<file path="config.mk">
export PLATFORM = sky130hd
export DESIGN_NAME = hazard_stall_ctrl
export DESIGN_NICKNAME = d
export VERILOG_FILES = /design/src/rtl/hazard_stall_ctrl_pkg.sv /design/src/rtl/hazard_stall_ctrl_md_busy_counter.sv /design/src/rtl/hazard_stall_ctrl.sv
export SDC_FILE = /design/constraint.sdc
export NUM_CORES = 1
export LEC_CHECK = 0
export ABC_AREA = 0
export BUFFER_PORTS_ARGS = -buffer_cell sky130_fd_sc_hd__buf_2
export CORE_UTILIZATION = 34
export DETAILED_ROUTE_END_ITERATION = 10
export PLACE_DENSITY_LB_ADDON = 0.08
export SLEW_MARGIN = 10
export SYNTH_ARGS = -nofsm -noshare
export SYNTH_HDL_FRONTEND = slang
export SYNTH_SLANG_ARGS = --single-unit
</file>
<file path="constraint.sdc">
create_clock -name clk -period 1.3 [get_ports clk]
set_input_delay 0.065 -clock clk [delete_from_list [all_inputs] [get_ports clk]]
set_output_delay 0.065 -clock clk [all_outputs]
set_load 0.02 [all_outputs]
</file>
<file path="src/rtl/hazard_stall_ctrl_pkg.sv">
// Shared pipeline definitions for the hazard/stall scheduler.
// Holds the Tuse/Tnew type, register-zero and "source unused" encodings,
// the default mult/div latencies and the per-source hazard compare.
package hazard_stall_ctrl_pkg;

  typedef logic [1:0] tstage_t;

  localparam tstage_t    TUSE_NONE = 2'd3;
  localparam logic [4:0] REG_ZERO  = 5'd0;

  localparam int MULT_CYCLES_DFLT = 5;
  localparam int DIV_CYCLES_DFLT  = 10;

  // A source conflicts with a producer when it names the producer's real
  // destination and is needed before that result becomes forwardable.
  // TUSE_NONE (3) can never be below a 2-bit Tnew, so unused sources never stall.
  function automatic logic src_hazard(input logic [4:0] src, input tstage_t tuse,
                                      input logic [4:0] dst, input tstage_t tnew);
    return (src == dst) && (dst != REG_ZERO) && (tuse < tnew);
  endfunction

endpackage

</file>
<file path="src/rtl/hazard_stall_ctrl_md_busy_counter.sv">
// Multi-cycle mult/div busy tracker. Loads the remaining latency when a
// mult/div sits in EX (a new start reloads even while busy) and counts down
// to zero. md_busy_o covers the start cycle plus the loaded number of cycles.
module md_busy_counter
  import hazard_stall_ctrl_pkg::*;
#(
  parameter int MULT_CYCLES = MULT_CYCLES_DFLT,
  parameter int DIV_CYCLES  = DIV_CYCLES_DFLT,
  parameter int CNT_W       = 4
) (
  input  logic clk,
  input  logic reset,
  input  logic ex_md_start_i,
  input  logic ex_md_is_div_i,
  output logic md_busy_o
);

  localparam logic [CNT_W-1:0] MULT_LOAD = CNT_W'(MULT_CYCLES);
  localparam logic [CNT_W-1:0] DIV_LOAD  = CNT_W'(DIV_CYCLES);
  localparam logic [CNT_W-1:0] CNT_ZERO  = CNT_W'(0);
  localparam logic [CNT_W-1:0] CNT_ONE   = CNT_W'(1);

  logic [CNT_W-1:0] md_cnt_q;
  logic [CNT_W-1:0] md_cnt_d;

  // Next count: a start reloads, otherwise a running count drains by one.
  always_comb begin
    md_cnt_d = md_cnt_q;
    if (ex_md_start_i) begin
      md_cnt_d = ex_md_is_div_i ? DIV_LOAD : MULT_LOAD;
    end else if (md_cnt_q != CNT_ZERO) begin
      md_cnt_d = md_cnt_q - CNT_ONE;
    end else begin
      md_cnt_d = CNT_ZERO;
    end
  end

  // Counter register, cleared by the synchronous reset.
  always_ff @(posedge clk) begin
    if (reset) begin
      md_cnt_q <= CNT_ZERO;
    end else begin
      md_cnt_q <= md_cnt_d;
    end
  end

  // Busy is forced low during the reset cycle so the pipeline is released.
  assign md_busy_o = ~reset & (ex_md_start_i | (md_cnt_q != CNT_ZERO));

endmodule

</file>
<file path="src/rtl/hazard_stall_ctrl.sv">
// Stall/flush scheduler for the 5-stage pipeline, placed beside ID.
// Freezes PC and IF/ID and bubbles ID/EX when an ID source is needed before
// the EX or MEM producer can forward it, or when an MDU instruction in ID
// meets a busy mult/div unit.
// Optional build macro HAZARD_STALL_CNT_EN: enables the saturating 32-bit
// stall-cycle counter on stall_count; without it stall_count is tied to zero.
module hazard_stall_ctrl
  import hazard_stall_ctrl_pkg::*;
#(
  parameter int MULT_CYCLES = MULT_CYCLES_DFLT,
  parameter int DIV_CYCLES  = DIV_CYCLES_DFLT,
  parameter int CNT_W       = 4
) (
  input  logic        clk,
  input  logic        reset,
  input  logic [4:0]  id_rs,
  input  logic [4:0]  id_rt,
  input  logic [1:0]  id_rs_tuse,
  input  logic [1:0]  id_rt_tuse,
  input  logic        id_is_md,
  input  logic [4:0]  ex_dst,
  input  logic [1:0]  ex_tnew,
  input  logic [4:0]  mem_dst,
  input  logic [1:0]  mem_tnew,
  input  logic        ex_md_start,
  input  logic        ex_md_is_div,
  output logic        pc_en,
  output logic        if_id_en,
  output logic        id_ex_clr,
  output logic        md_busy,
  output logic [31:0] stall_count
);

  logic reg_hazard_s;
  logic stall_s;

  md_busy_counter #(
    .MULT_CYCLES (MULT_CYCLES),
    .DIV_CYCLES  (DIV_CYCLES),
    .CNT_W       (CNT_W)
  ) u_md_busy_counter (
    .clk            (clk),
    .reset          (reset),
    .ex_md_start_i  (ex_md_start),
    .ex_md_is_div_i (ex_md_is_div),
    .md_busy_o      (md_busy)
  );

  // Register RAW check of both ID sources against the EX and MEM producers.
  always_comb begin
    reg_hazard_s = src_hazard(id_rs, id_rs_tuse, ex_dst,  ex_tnew)
                 | src_hazard(id_rs, id_rs_tuse, mem_dst, mem_tnew)
                 | src_hazard(id_rt, id_rt_tuse, ex_dst,  ex_tnew)
                 | src_hazard(id_rt, id_rt_tuse, mem_dst, mem_tnew);
  end

  // Stall is held for as long as the condition lasts; released during reset.
  assign stall_s   = ~reset & (reg_hazard_s | (id_is_md & md_busy));
  assign pc_en     = ~stall_s;
  assign if_id_en  = ~stall_s;
  assign id_ex_clr = stall_s;

`ifdef HAZARD_STALL_CNT_EN
  logic [31:0] stall_cnt_q;
  logic [31:0] stall_cnt_d;

  // Count stalled cycles, holding at all-ones instead of wrapping.
  always_comb begin
    if (stall_s && (stall_cnt_q != 32'hFFFF_FFFF)) begin
      stall_cnt_d = stall_cnt_q + 32'd1;
    end else begin
      stall_cnt_d = stall_cnt_q;
    end
  end

  // Stall counter register, cleared by the synchronous reset.
  always_ff @(posedge clk) begin
    if (reset) begin
      stall_cnt_q <= 32'h0;
    end else begin
      stall_cnt_q <= stall_cnt_d;
    end
  end

  assign stall_count = stall_cnt_q;
`else
  assign stall_count = 32'h0;
`endif

endmodule

</file>
==> insert_results.sql, run 1 <==
INSERT INTO impl_metrics (metric_group, metric, value, unit) VALUES
('yosys', 'synth-main-ff-cell', 'sky130_fd_sc_hd__dfxtp_1', ''),
('clock_tree', 'clkSinkCount', '4', ''),
('run', 'maxCapViolCount', '0', ''),
('floorplanning', 'floorplan.initialDensity', '0.364', ''),
('routing', 'final_antenna_net_count', '0', ''),
('clock_tree', 'post_cts_buffers', '0', ''),
('floorplanning', 'num_io_pins', '69', ''),
('timing', 'finalCriticalPeriod', '1.54', 'ns'),
('yosys', 'synth_top_area_cell', 'sky130_fd_sc_hd__buf_4', ''),
('routing', 'drt-pass1-iter-count', '2', ''),
('critical_path', 'critPathCaptureType', 'primary output', ''),
('clock_tree', 'ctsRootBufferMaster', 'sky130_fd_sc_hd__clkbuf_4', ''),
('finish', 'final_cell_utilization_of_the_core', '0.550', ''),
('clock_tree', 'cts.htree.levels', '1', ''),
('critical_path', 'setup.worst_path.start_class', 'input port', ''),
('clock_tree', 'cts_made_buffers', '3', ''),
('timing', 'grt_setup_unrepaired', 'yes', ''),
('routing', 'drt_first_iter_violations', '4', ''),
('critical_path', 'worstPathMaxFanout', '2', ''),
('timing', 'worst_clk_skew', '0.00160', 'ns'),
('timing', 'setup_ws', '-0.236', 'ns'),
('power', 'total_power', '726', 'uW'),
('placed_design', 'pre_cts_ws', '-0.407', 'ns'),
('critical_path', 'cp.arrival', '1.47', 'ns'),
('finish', 'max_flop_register', 'u_md_busy_counter.md_cnt_q', ''),
('global_routing', 'number_of_global_route_vias_before_repair', '733', ''),
('power', 'p_leak', '0.000567', 'uW'),
('global_routing', 'grt_start_max_net_pins', '8', ''),
('yosys', 'synth_top_cells_by_area', 'sky130_fd_sc_hd__buf_4, sky130_fd_sc_hd__xnor2_1, sky130_fd_sc_hd__xor2_1', ''),
('critical_path', 'criticalPathCategory', 'input port to primary output', ''),
('yosys', 'number_of_enable_flip_flop_cells_after_synthesis', '0', ''),
('run_status', 'failed_checks', 'negative setup slack', ''),
('global_routing', 'grt_pass1_wl', '3150', 'um'),
('floorplanning', 'die_area', '0.00256', 'mm^2'),
('run_status', 'status', 'finished with violations', ''),
('placed_design', 'port_buffer_count', '36', ''),
('yosys', 'synthDistinctLibCells', '23', ''),
('finish', 'top_regs', 'u_md_busy_counter.md_cnt_q x4', ''),
('clock_tree', 'cts.reportedPaths.clkPinSlew', '0.04', 'ns'),
('yosys', 'syn_inst', '104', ''),
('critical_path', 'ff2ff_setup_slack', '0.22', 'ns'),
('timing', 'hold_viol_final', '0', ''),
('placed_design', 'place.detailed.hpwl', '1650', 'um'),
('finish', 'n_antenna_cell', '0', ''),
('clock_tree', 'cts_buffer_depth', '2', ''),
('yosys', 'synth-async-reset-ratio', '0', ''),
('finish', 'regArea', '80.1', 'um^2'),
('routing', 'drt_drc_violations_left', '0', ''),
('floorplanning', 'rows', '17', ''),
('hold_path', 'holdCritPathClass', 'input port to flop', ''),
('critical_path', 'crit_required', '1.24', 'ns'),
('power', 'power_density', '597', 'mW/mm^2'),
('global_routing', 'grt_overflow', '0', ''),
('timing', 'count_of_final_setup_violators', '3', ''),
('power', 'worst_ir_drop_vdd', '0.420', 'mV'),
('finish', 'multiInputGateArea', '708', 'um^2'),
('timing', 'report.final.slew_viol_count', '0', ''),
('global_routing', 'grt_util_all_layers', '0.166', ''),
('yosys', 'mappedNetlistArea', '805', 'um^2'),
('timing', 'achievable-frequency', '0.651', 'GHz'),
('yosys', 'synth_warnings', '0', ''),
('finish', 'fill_cell_total_of_the_finished_layout', '233', ''),
('yosys', 'synth.yosys.seq_area_share', '0.0995', ''),
('yosys', 'ys_ff_latch', '4', ''),
('clock_tree', 'insertion_delay', '0.23', 'ns'),
('finish', 'layout-drive-gt1-share', '0.449', ''),
('clock_tree', 'cts_tree', 'done', ''),
('yosys', 'synth_area_per_cell', '7.74', 'um^2'),
('timing', 'fin_worst_hold_slack', '0.0490', 'ns'),
('timing', 'tns', '-0.627', 'ns'),
('floorplanning', 'core', '0.00221', 'mm^2'),
('placed_design', 'finalWeightedCongestion', '0.743', ''),
('finish', 'nets', '195', ''),
('routing', 'wl_per_cell', '10.7', 'um'),
('finish', 'area_growth', '51.2', '%'),
('routing', 'route.vias.total', '786', ''),
('routing', 'wirelength', '1970', 'um'),
('timing', 'final_critical_path_share_of_the_clock_period', '1.18', ''),
('floorplanning', 'die_height', '50.6', 'um'),
('yosys', 'synth_top_cell_area_share', '0.308', ''),
('finish', 'largest_register_ff_count', '4', ''),
('global_routing', 'antenna_violations_before_repair', '0', ''),
('clock_tree', 'cts_hold_buffers_added', '0', ''),
('floorplanning', 'die-width', '50.6', 'um'),
('routing', 'post_detailed_route_via_to_cell_ratio', '4.27', '');
-- power breakdown --
part | switching, uW | internal, uW | total [uW]
sequential | 8.85 | 132 | 141
combinational | 250 | 183 | 434
clock | 48.2 | 103 | 151
total | 308 | 418 | 726
-- final timing paths --
check,to,from,cells past startpoint
max,if_id_en,mem_tnew[1],9
min,u_md_busy_counter.md_cnt_q[2],ex_md_is_div,2
max reg2reg,u_md_busy_counter.md_cnt_q[2],u_md_busy_counter.md_cnt_q[1],6
min reg2reg,u_md_busy_counter.md_cnt_q[1],u_md_busy_counter.md_cnt_q[0],2
-- critical path, stage by stage --
cell and delay, ns:
sky130_fd_sc_hd__buf_8 0.09, sky130_fd_sc_hd__inv_12 0.03, sky130_fd_sc_hd__ha_4 0.23, sky130_fd_sc_hd__a2111oi_4 0.28
sky130_fd_sc_hd__nand4_1 0.16, sky130_fd_sc_hd__a221oi_2 0.26, sky130_fd_sc_hd__buf_4 0.16, sky130_fd_sc_hd__a211oi_4 0.04
sky130_fd_sc_hd__buf_6 0.14
-- cells in the final DEF (no fill, tap or decap), drive strengths merged, types with 3 or more instances in the layout --
master | Yosys | final
buf | 33 | 51
ha | 4 | 4
a21oi | 3 | 3
xnor2 | 10 | 10
clkbuf | 0 | 3
conb | 1 | 32
nand4 | 4 | 4
nor3 | 4 | 4
inv | 4 | 4
xor2 | 10 | 10
a211oi | 3 | 3
o21ai | 5 | 5
nor2 | 6 | 6
dfxtp | 4 | 4
-- kinds of logic after synthesis --
| logic type | Yosys count | share of synthesized area |
|---|---|---|
| AND/OR/NAND/NOR | 20 | 0.124 |
| XOR/XNOR | 20 | 0.218 |
| buffers and inverters | 37 | 0.327 |
| AO/OA/AOI/OAI | 18 | 0.165 |
| flip-flops | 4 | 0.0995 |
| adder cells (fa/ha/maj) | 4 | 0.0622 |
| other | 1 | 0.00466 |
-- what timing repair did --
action,in CTS,in global routing
pin swaps,10,8
resized for setup,13,11
setup endpoints to repair,3,3
-- cells in the mapped netlist, drive strengths merged, types with 3 or more instances --
cell type,instances
o21ai,5
nand4,4
ha,4
dfxtp,4
a21oi,3
a211oi,3
xor2,10
inv,4
nor2,6
xnor2,10
nor3,4
buf,33
-- metrics by stage --
stage          cell area (um^2)  std cells
3_5_place_dp               1080        181
6_report                   1220        184
2_1_floorplan              1010        135
3_3_place_gp               1080        181
4_1_cts                    1160        184
5_1_grt                    1220        184
-- layer usage --
metal | GRT usage | routed length [um] | part of all wire | up-vias
li1 | - | - | - | 397
met1 | 0.183 | 750 | 0.38 | 356
met2 | 0.291 | 1090 | 0.56 | 31
met3 | 0.0364 | 105 | 0.053 | 2
met4 | 0.0880 | 21 | 0.011 | 0
met5 | 0 | 0 | 0 | -
-- final cells by class --
cell class	count	area share
well taps	28	0.0288
clock buffers	3	0.0185
multi-input cells	94	0.582
inverters	4	0.0247
repair buffers	51	0.280
flip-flops and latches	4	0.0658
(Power assumes the default switching activity.)
==> run 2, diff against run 1 <==
--- a/config.mk
+++ b/config.mk
@@ -5,9 +5,10 @@
 export SDC_FILE = /design/constraint.sdc
 export NUM_CORES = 1
 export LEC_CHECK = 0
-export ABC_AREA = 0
+export ABC_AREA = 1
 export BUFFER_PORTS_ARGS = -buffer_cell sky130_fd_sc_hd__buf_2
-export CORE_UTILIZATION = 34
+export CORE_MARGIN = 2
+export CORE_UTILIZATION = 37
 export DETAILED_ROUTE_END_ITERATION = 10
 export PLACE_DENSITY_LB_ADDON = 0.08
 export SLEW_MARGIN = 10
==> insert_results.sql, run 2 <==
INSERT INTO impl_metrics (metric_group, metric, value, unit) VALUES
('run_status', 'status', 'finished with violations', ''),
('run_status', 'failed_checks', 'negative setup slack', ''),
('yosys', 'synth_top_cell_area_share', '0.255', ''),
('placed_design', 'place.detailed.hpwl', '1910', 'um'),
('placed_design', 'finalWeightedCongestion', '0.851', ''),
('critical_path', 'cp.arrival', '1.34', 'ns'),
('finish', 'fill_cell_total_of_the_finished_layout', '289', ''),
('power', 'power_report.internal_total', '384', 'uW'),
('critical_path', 'launch_point_of_the_worst_path', 'u_md_busy_counter.md_cnt_q[1]', ''),
('clock_tree', 'cts.htree.levels', '1', ''),
('floorplanning', 'rows', '18', ''),
('clock_tree', 'insertion_delay', '0.23', 'ns'),
('clock_tree', 'cts_buffer_depth', '2', ''),
('placed_design', 'port_buffer_count', '36', ''),
('routing', 'final_antenna_net_count', '0', ''),
('timing', 'hold_viol_final', '0', ''),
('finish', 'largest_register_ff_count', '4', ''),
('timing', 'setup_ws', '-0.110', 'ns'),
('finish', 'n_antenna_cell', '0', ''),
('routing', 'wirelength', '2170', 'um'),
('critical_path', 'setup.worst_path.start_class', 'flop', ''),
('power', 'swShare', '0.446', ''),
('floorplanning', 'floorplan.initialDensity', '0.392', ''),
('routing', 'route.vias.total', '1034', ''),
('clock_tree', 'clkSinkCount', '4', ''),
('power', 'clkPwrFrac', '0.223', ''),
('yosys', 'synthMostInstantiatedCell', 'sky130_fd_sc_hd__nand2_1', ''),
('timing', 'achievable-frequency', '0.709', 'GHz'),
('power', 'power_density', '605', 'mW/mm^2'),
('floorplanning', 'die_height', '55.3', 'um'),
('hold_path', 'timing.hold.worst.start', 'reset', ''),
('clock_tree', 'cts_tree', 'done', ''),
('timing', 'count_of_final_setup_violators', '4', ''),
('power', 'total_power', '692', 'uW'),
('routing', 'drt_drc_violations_left', '0', ''),
('yosys', 'syn_inst', '178', ''),
('yosys', 'synth_top_cells_by_area', 'sky130_fd_sc_hd__buf_4, sky130_fd_sc_hd__nand2_1, sky130_fd_sc_hd__inv_1', ''),
('global_routing', 'grt_start_max_net_pins', '5', ''),
('floorplanning', 'die-width', '55.3', 'um'),
('power', 'worst_ir_drop_vdd', '0.552', 'mV'),
('timing', 'tns', '-0.308', 'ns'),
('timing', 'grt_setup_unrepaired', 'yes', ''),
('floorplanning', 'num_io_pins', '69', ''),
('critical_path', 'worstPathMaxFanout', '3', ''),
('yosys', 'mappedNetlistArea', '972', 'um^2'),
('timing', 'final_critical_path_share_of_the_clock_period', '1.08', ''),
('finish', 'area_growth', '17.8', '%'),
('power', 'power.switching', '309', 'uW'),
('finish', 'most-common-layout-cells', 'sky130_fd_sc_hd__nand2_1, sky130_fd_sc_hd__buf_2, sky130_fd_sc_hd__conb_1', ''),
('yosys', 'synth.yosys.seq_area_share', '0.0824', ''),
('yosys', 'synth_top_area_cell', 'sky130_fd_sc_hd__buf_4', ''),
('power', 'sequentialPowerShare', '0.207', ''),
('yosys', 'ys_ff_latch', '4', ''),
('finish', 'top_regs', 'u_md_busy_counter.md_cnt_q x4', ''),
('global_routing', 'grt_overflow', '0', ''),
('yosys', 'number_of_enable_flip_flop_cells_after_synthesis', '0', ''),
('global_routing', 'grt_pass1_wl', '3670', 'um'),
('finish', 'fin_area', '0.00114', 'mm^2'),
('critical_path', 'crit_required', '1.24', 'ns'),
('power', 'comb_power_share', '0.570', ''),
('finish', 'layout-drive-gt1-share', '0.281', ''),
('timing', 'worst_clk_skew', '0.00447', 'ns'),
('timing', 'finalCriticalPeriod', '1.41', 'ns'),
('floorplanning', 'die_area', '0.00305', 'mm^2'),
('routing', 'drt_first_iter_violations', '27', ''),
('finish', 'max_flop_register', 'u_md_busy_counter.md_cnt_q', ''),
('routing', 'wl_per_cell', '8.65', 'um'),
('yosys', 'synth_area_per_cell', '5.46', 'um^2'),
('critical_path', 'criticalPathCategory', 'flop to primary output', ''),
('finish', 'nets', '260', ''),
('yosys', 'synth_warnings', '0', ''),
('routing', 'post_detailed_route_via_to_cell_ratio', '4.12', ''),
('critical_path', 'critPathCaptureType', 'primary output', ''),
('timing', 'report.final.slew_viol_count', '0', ''),
('hold_path', 'holdCritPathClass', 'input port to flop', ''),
('yosys', 'synth-async-reset-ratio', '0', ''),
('clock_tree', 'cts_made_buffers', '3', ''),
('yosys', 'synth-main-ff-cell', 'sky130_fd_sc_hd__dfxtp_1', ''),
('power', 'p_leak', '0.000770', 'uW'),
('timing', 'fin_worst_hold_slack', '0.0187', 'ns'),
('finish', 'most_common_cell_after_layout_fill_and_taps_aside', 'sky130_fd_sc_hd__nand2_1', ''),
('yosys', 'synth_top_cells_by_count', 'sky130_fd_sc_hd__nand2_1, sky130_fd_sc_hd__buf_4, sky130_fd_sc_hd__inv_1, sky130_fd_sc_hd__nor2_1, sky130_fd_sc_hd__nand3_1', ''),
('critical_path', 'reg2reg_from', 'u_md_busy_counter.md_cnt_q[1]', ''),
('global_routing', 'grt_util_all_layers', '0.144', ''),
('yosys', 'synthDistinctLibCells', '22', ''),
('routing', 'drt-pass1-iter-count', '4', ''),
('clock_tree', 'ctsRootBufferMaster', 'sky130_fd_sc_hd__clkbuf_4', ''),
('global_routing', 'number_of_global_route_vias_before_repair', '908', ''),
('clock_tree', 'cts.reportedPaths.clkPinSlew', '0.04', 'ns'),
('run', 'maxCapViolCount', '0', ''),
('floorplanning', 'core', '0.00248', 'mm^2'),
('placed_design', 'dpl-instance-area', '0.00106', 'mm^2'),
('global_routing', 'antenna_violations_before_repair', '0', '');
run 2: final timing paths:
check	end	slack, ns	depth (start not counted)
worst max-delay path	id_ex_clr	-0.11	11
worst min register to register	u_md_busy_counter.md_cnt_q[3]	0.50	2
worst max register to register	u_md_busy_counter.md_cnt_q[0]	0	10
worst min-delay path	u_md_busy_counter.md_cnt_q[0]	0.02	2
run 2: kinds of logic after synthesis:
kind of cell | Yosys count | synth area share
AND/OR/NAND/NOR | 87 | 0.377
buffers and inverters | 65 | 0.378
AO/OA/AOI/OAI | 14 | 0.0798
adder cells (fa/ha/maj) | 4 | 0.0515
flip-flops | 4 | 0.0824
XOR/XNOR | 3 | 0.0270
other | 1 | 0.00386
run 2: worst max-delay path: stages, from the launching register on:
cell and delay (ns):
sky130_fd_sc_hd__dfxtp_2 0.33, sky130_fd_sc_hd__nor2_4 0.11, sky130_fd_sc_hd__nand2_2 0.06, sky130_fd_sc_hd__nor2_2 0.10
sky130_fd_sc_hd__nand2_1 0.06, sky130_fd_sc_hd__nand2_1 0.07, sky130_fd_sc_hd__inv_2 0.04, sky130_fd_sc_hd__nand2_2 0.05
sky130_fd_sc_hd__nand3_2 0.06, sky130_fd_sc_hd__nand2_2 0.08, sky130_fd_sc_hd__inv_2 0.04, sky130_fd_sc_hd__buf_6 0.12
run 2: stage by stage:
step	instances	util	worst slack, ns
4_1_cts	250	0.459	-0.163
6_report	251	0.462	-0.110
5_1_grt	251	0.462	-0.213
3_5_place_dp	242	0.427	-0.00821
3_3_place_gp	242	0.427	0.0162
2_1_floorplan	209	-	0.0272
run 2: routing by layer:
| layer | routed length [um] | share of wire | track usage |
|---|---|---|---|
| met5 | 0 | 0 | 0 |
| met4 | 0 | 0 | 0.0244 |
| met3 | 176 | 0.081 | 0.0304 |
| met2 | 998 | 0.46 | 0.248 |
| met1 | 997 | 0.46 | 0.185 |
run 2: area by class of cell:
cell class              count  area [um^2]  share of cell area
clock buffers               3         22.5              0.0197
multi-input cells         140          646               0.564
repair buffers             42          236               0.207
flip-flops and latches      4         82.6              0.0721
inverters                  32          120               0.105
well taps                  30         37.5              0.0328
run 2: power by group through the flow:
stage	combinational, uW	sequential, uW	clock, uW
2_1_floorplan	319	141	0
4_1_cts	389	143	156
6_report	395	143	155
3_3_place_gp	348	142	0
5_1_grt	443	145	168
3_5_place_dp	352	142	0
run 2: timing repair:
| item | in CTS | in global routing |
|---|---|---|
| setup endpoints to repair | 3 | 5 |
| pin swaps | 3 | 2 |
| gates resized for setup | 7 | 0 |
| setup buffers | 5 | 1 |
| hold buffers | 0 | 0 |
==> run 3, diff against run 2 <==
--- a/config.mk
+++ b/config.mk
@@ -5,10 +5,9 @@
 export SDC_FILE = /design/constraint.sdc
 export NUM_CORES = 1
 export LEC_CHECK = 0
-export ABC_AREA = 1
 export BUFFER_PORTS_ARGS = -buffer_cell sky130_fd_sc_hd__buf_2
 export CORE_MARGIN = 2
-export CORE_UTILIZATION = 37
+export CORE_UTILIZATION = 34
 export DETAILED_ROUTE_END_ITERATION = 10
 export PLACE_DENSITY_LB_ADDON = 0.08
 export SLEW_MARGIN = 10
==> insert_results.sql, run 3 (same netlist as run 1, synthesis figures left out) <==
INSERT INTO impl_metrics (metric_group, metric, value, unit) VALUES
('run_status', 'status', 'finished with violations', ''),
('run_status', 'failed_checks', 'negative setup slack', ''),
('routing', 'wl_per_cell', '10.4', 'um'),
('clock_tree', 'clkSinkCount', '4', ''),
('placed_design', 'dpl-instance-area', '0.00108', 'mm^2'),
('clock_tree', 'cts_made_buffers', '3', ''),
('clock_tree', 'cts.reportedPaths.clkPinSlew', '0.03', 'ns'),
('placed_design', 'finalWeightedCongestion', '0.766', ''),
('floorplanning', 'die-width', '52.6', 'um'),
('power', 'power.switching', '299', 'uW'),
('critical_path', 'worstPathMaxFanout', '2', ''),
('placed_design', 'placed_cells', '180', ''),
('hold_path', 'whs_endpoint', 'u_md_busy_counter.md_cnt_q[2]', ''),
('finish', 'most-common-layout-cells', 'sky130_fd_sc_hd__conb_1, sky130_fd_sc_hd__buf_2, sky130_fd_sc_hd__buf_4', ''),
('power', 'sequentialPowerShare', '0.198', ''),
('timing', 'final_critical_path_share_of_the_clock_period', '1.23', ''),
('critical_path', 'crit_required', '1.24', 'ns'),
('timing', 'count_of_final_setup_violators', '3', ''),
('placed_design', 'port_buffer_count', '36', ''),
('timing', 'finalCriticalPeriod', '1.59', 'ns'),
('global_routing', 'grt_pass1_wl', '2830', 'um'),
('critical_path', 'timing.rr.end', 'u_md_busy_counter.md_cnt_q[2]', ''),
('clock_tree', 'cts_tree', 'done', ''),
('floorplanning', 'floorplan.initialDensity', '0.360', ''),
('placed_design', 'place.detailed.hpwl', '1680', 'um'),
('finish', 'final-instance-count-excl-fill', '183', ''),
('global_routing', 'antenna_violations_before_repair', '0', ''),
('floorplanning', 'num_io_pins', '69', ''),
('finish', 'max_flop_register', 'u_md_busy_counter.md_cnt_q', ''),
('power', 'p_leak', '0.000567', 'uW'),
('critical_path', 'reg2reg_from', 'u_md_busy_counter.md_cnt_q[1]', ''),
('critical_path', 'critPathCaptureType', 'primary output', ''),
('global_routing', 'number_of_global_route_vias_before_repair', '704', ''),
('finish', 'n_antenna_cell', '0', ''),
('routing', 'drt-pass1-iter-count', '4', ''),
('routing', 'post_detailed_route_via_to_cell_ratio', '4.32', ''),
('hold_path', 'holdCritPathClass', 'input port to flop', ''),
('floorplanning', 'rows', '17', ''),
('finish', 'nets', '194', ''),
('clock_tree', 'post_cts_buffers', '0', ''),
('critical_path', 'setup.worst_path.start_class', 'input port', ''),
('routing', 'final_antenna_net_count', '0', ''),
('timing', 'grt_setup_unrepaired', 'yes', ''),
('timing', 'worst_clk_skew', '0.00399', 'ns'),
('critical_path', 'ff2ff_setup_slack', '0.22', 'ns'),
('timing', 'hold_viol_final', '0', ''),
('critical_path', 'cp.arrival', '1.53', 'ns'),
('run', 'maxCapViolCount', '0', ''),
('finish', 'top_regs', 'u_md_busy_counter.md_cnt_q x4', ''),
('power', 'power_density', '601', 'mW/mm^2'),
('placed_design', 'pre_cts_ws', '-0.523', 'ns'),
('routing', 'drt_drc_violations_left', '0', ''),
('timing', 'achievable-frequency', '0.627', 'GHz'),
('hold_path', 'min_path_cells', '2', ''),
('timing', 'setup_ws', '-0.294', 'ns'),
('critical_path', 'rr_worst_depth', '6', ''),
('floorplanning', 'die_height', '52.6', 'um'),
('routing', 'route.vias.total', '790', ''),
('finish', 'area_growth', '47.1', '%'),
('critical_path', 'criticalPathCategory', 'input port to primary output', ''),
('timing', 'report.final.slew_viol_count', '0', ''),
('hold_path', 'timing.hold.worst.start', 'ex_md_is_div', ''),
('clock_tree', 'ctsRootBufferMaster', 'sky130_fd_sc_hd__clkbuf_4', ''),
('clock_tree', 'cts.htree.levels', '1', ''),
('finish', 'layout-drive-gt1-share', '0.432', ''),
('global_routing', 'grt_util_all_layers', '0.140', ''),
('floorplanning', 'die_area', '0.00277', 'mm^2'),
('routing', 'wirelength', '1910', 'um'),
('power', 'clkPwrFrac', '0.220', ''),
('finish', 'fill_cell_total_of_the_finished_layout', '208', ''),
('finish', 'most_common_cell_after_layout_fill_and_taps_aside', 'sky130_fd_sc_hd__conb_1', ''),
('global_routing', 'grt_overflow', '0', ''),
('global_routing', 'grt_start_max_net_pins', '8', ''),
('floorplanning', 'core', '0.00223', 'mm^2'),
('power', 'swShare', '0.420', ''),
('power', 'worst_ir_drop_vdd', '0.517', 'mV'),
('power', 'power_report.internal_total', '413', 'uW'),
('routing', 'drt_first_iter_violations', '7', ''),
('power', 'comb_power_share', '0.582', ''),
('finish', 'largest_register_ff_count', '4', ''),
('clock_tree', 'cts_buffer_depth', '2', ''),
('clock_tree', 'insertion_delay', '0.24', 'ns'),
('finish', 'fin_area', '0.00118', 'mm^2');
==> run 3: layer usage <==
layer / share of wire / wire length, um / up-vias / GRT usage
met5: 0 / 0 / - / 0
met4: 0.028 / 53 / 0 / 0.0812
met3: 0.074 / 142 / 7 / 0.0314
met2: 0.51 / 972 / 38 / 0.246
met1: 0.39 / 742 / 349 / 0.151
li1: - / - / 396 / -
==> run 3: how the worst max path moves through the flow <==
stage	from	endpoint	slack (ns)	cells past startpoint
6_report	mem_tnew[1]	id_ex_clr	-0.29	9
5_1_grt	mem_tnew[1]	id_ex_clr	-0.39	9
4_1_cts	mem_tnew[1]	id_ex_clr	-0.37	9
3_5_place_dp	mem_tnew[1]	id_ex_clr	-0.52	9
3_3_place_gp	mem_tnew[1]	id_ex_clr	-0.52	9
2_1_floorplan	mem_tnew[1]	pc_en	-0.15	7
==> run 3: worst max-delay path: stages <==
cell                        delay [ns]
sky130_fd_sc_hd__buf_8            0.09
sky130_fd_sc_hd__inv_12           0.03
sky130_fd_sc_hd__ha_4             0.23
sky130_fd_sc_hd__a2111oi_4        0.30
sky130_fd_sc_hd__nand4_1          0.18
sky130_fd_sc_hd__a221oi_2         0.25
sky130_fd_sc_hd__buf_4            0.16
sky130_fd_sc_hd__a211o_1          0.11
sky130_fd_sc_hd__buf_6            0.12
==> run 3: final cells by class <==
type	instances	area [um^2]	share of cell area
Inverter	4	27.5	0.0233
Multi-Input combinational cell	94	688	0.581
Tap cell	28	35.0	0.0296
Timing Repair Buffer	50	330	0.279
Sequential cell	4	80.1	0.0677
Clock buffer	3	22.5	0.0190
==> run 3: metrics by stage <==
stage / hold WS [ns] / util / setup TNS, ns / total power [uW]
global placement: 0.284 / 0.482 / -1.50 / 515
floorplan: 0.134 / - / -0.263 / 451
global route: 0.0542 / 0.530 / -1.05 / 760
CTS: 0.0500 / 0.514 / -1.03 / 707
finish: 0.0513 / 0.530 / -0.792 / 712
detailed placement: 0.299 / 0.482 / -1.51 / 518
==> run 3: power groups by stage <==
| stage | Combinational, uW | Clock (uW) | Sequential [uW] |
|---|---|---|---|
| after floorplan | 310 | 0 | 141 |
| after global placement | 373 | 0 | 142 |
| after detailed placement | 376 | 0 | 141 |
| after CTS | 406 | 162 | 139 |
| after global routing | 449 | 168 | 143 |
| final | 414 | 156 | 141 |
==> run 3: what timing repair did <==
| item | CTS | global route |
|---|---|---|
| hold buffers | 0 | 0 |
| gates resized for setup | 11 | 7 |
| pin swaps | 7 | 6 |
| endpoints found under the setup margin | 3 | 4 |
| endpoints found under the hold margin | 0 | 0 |
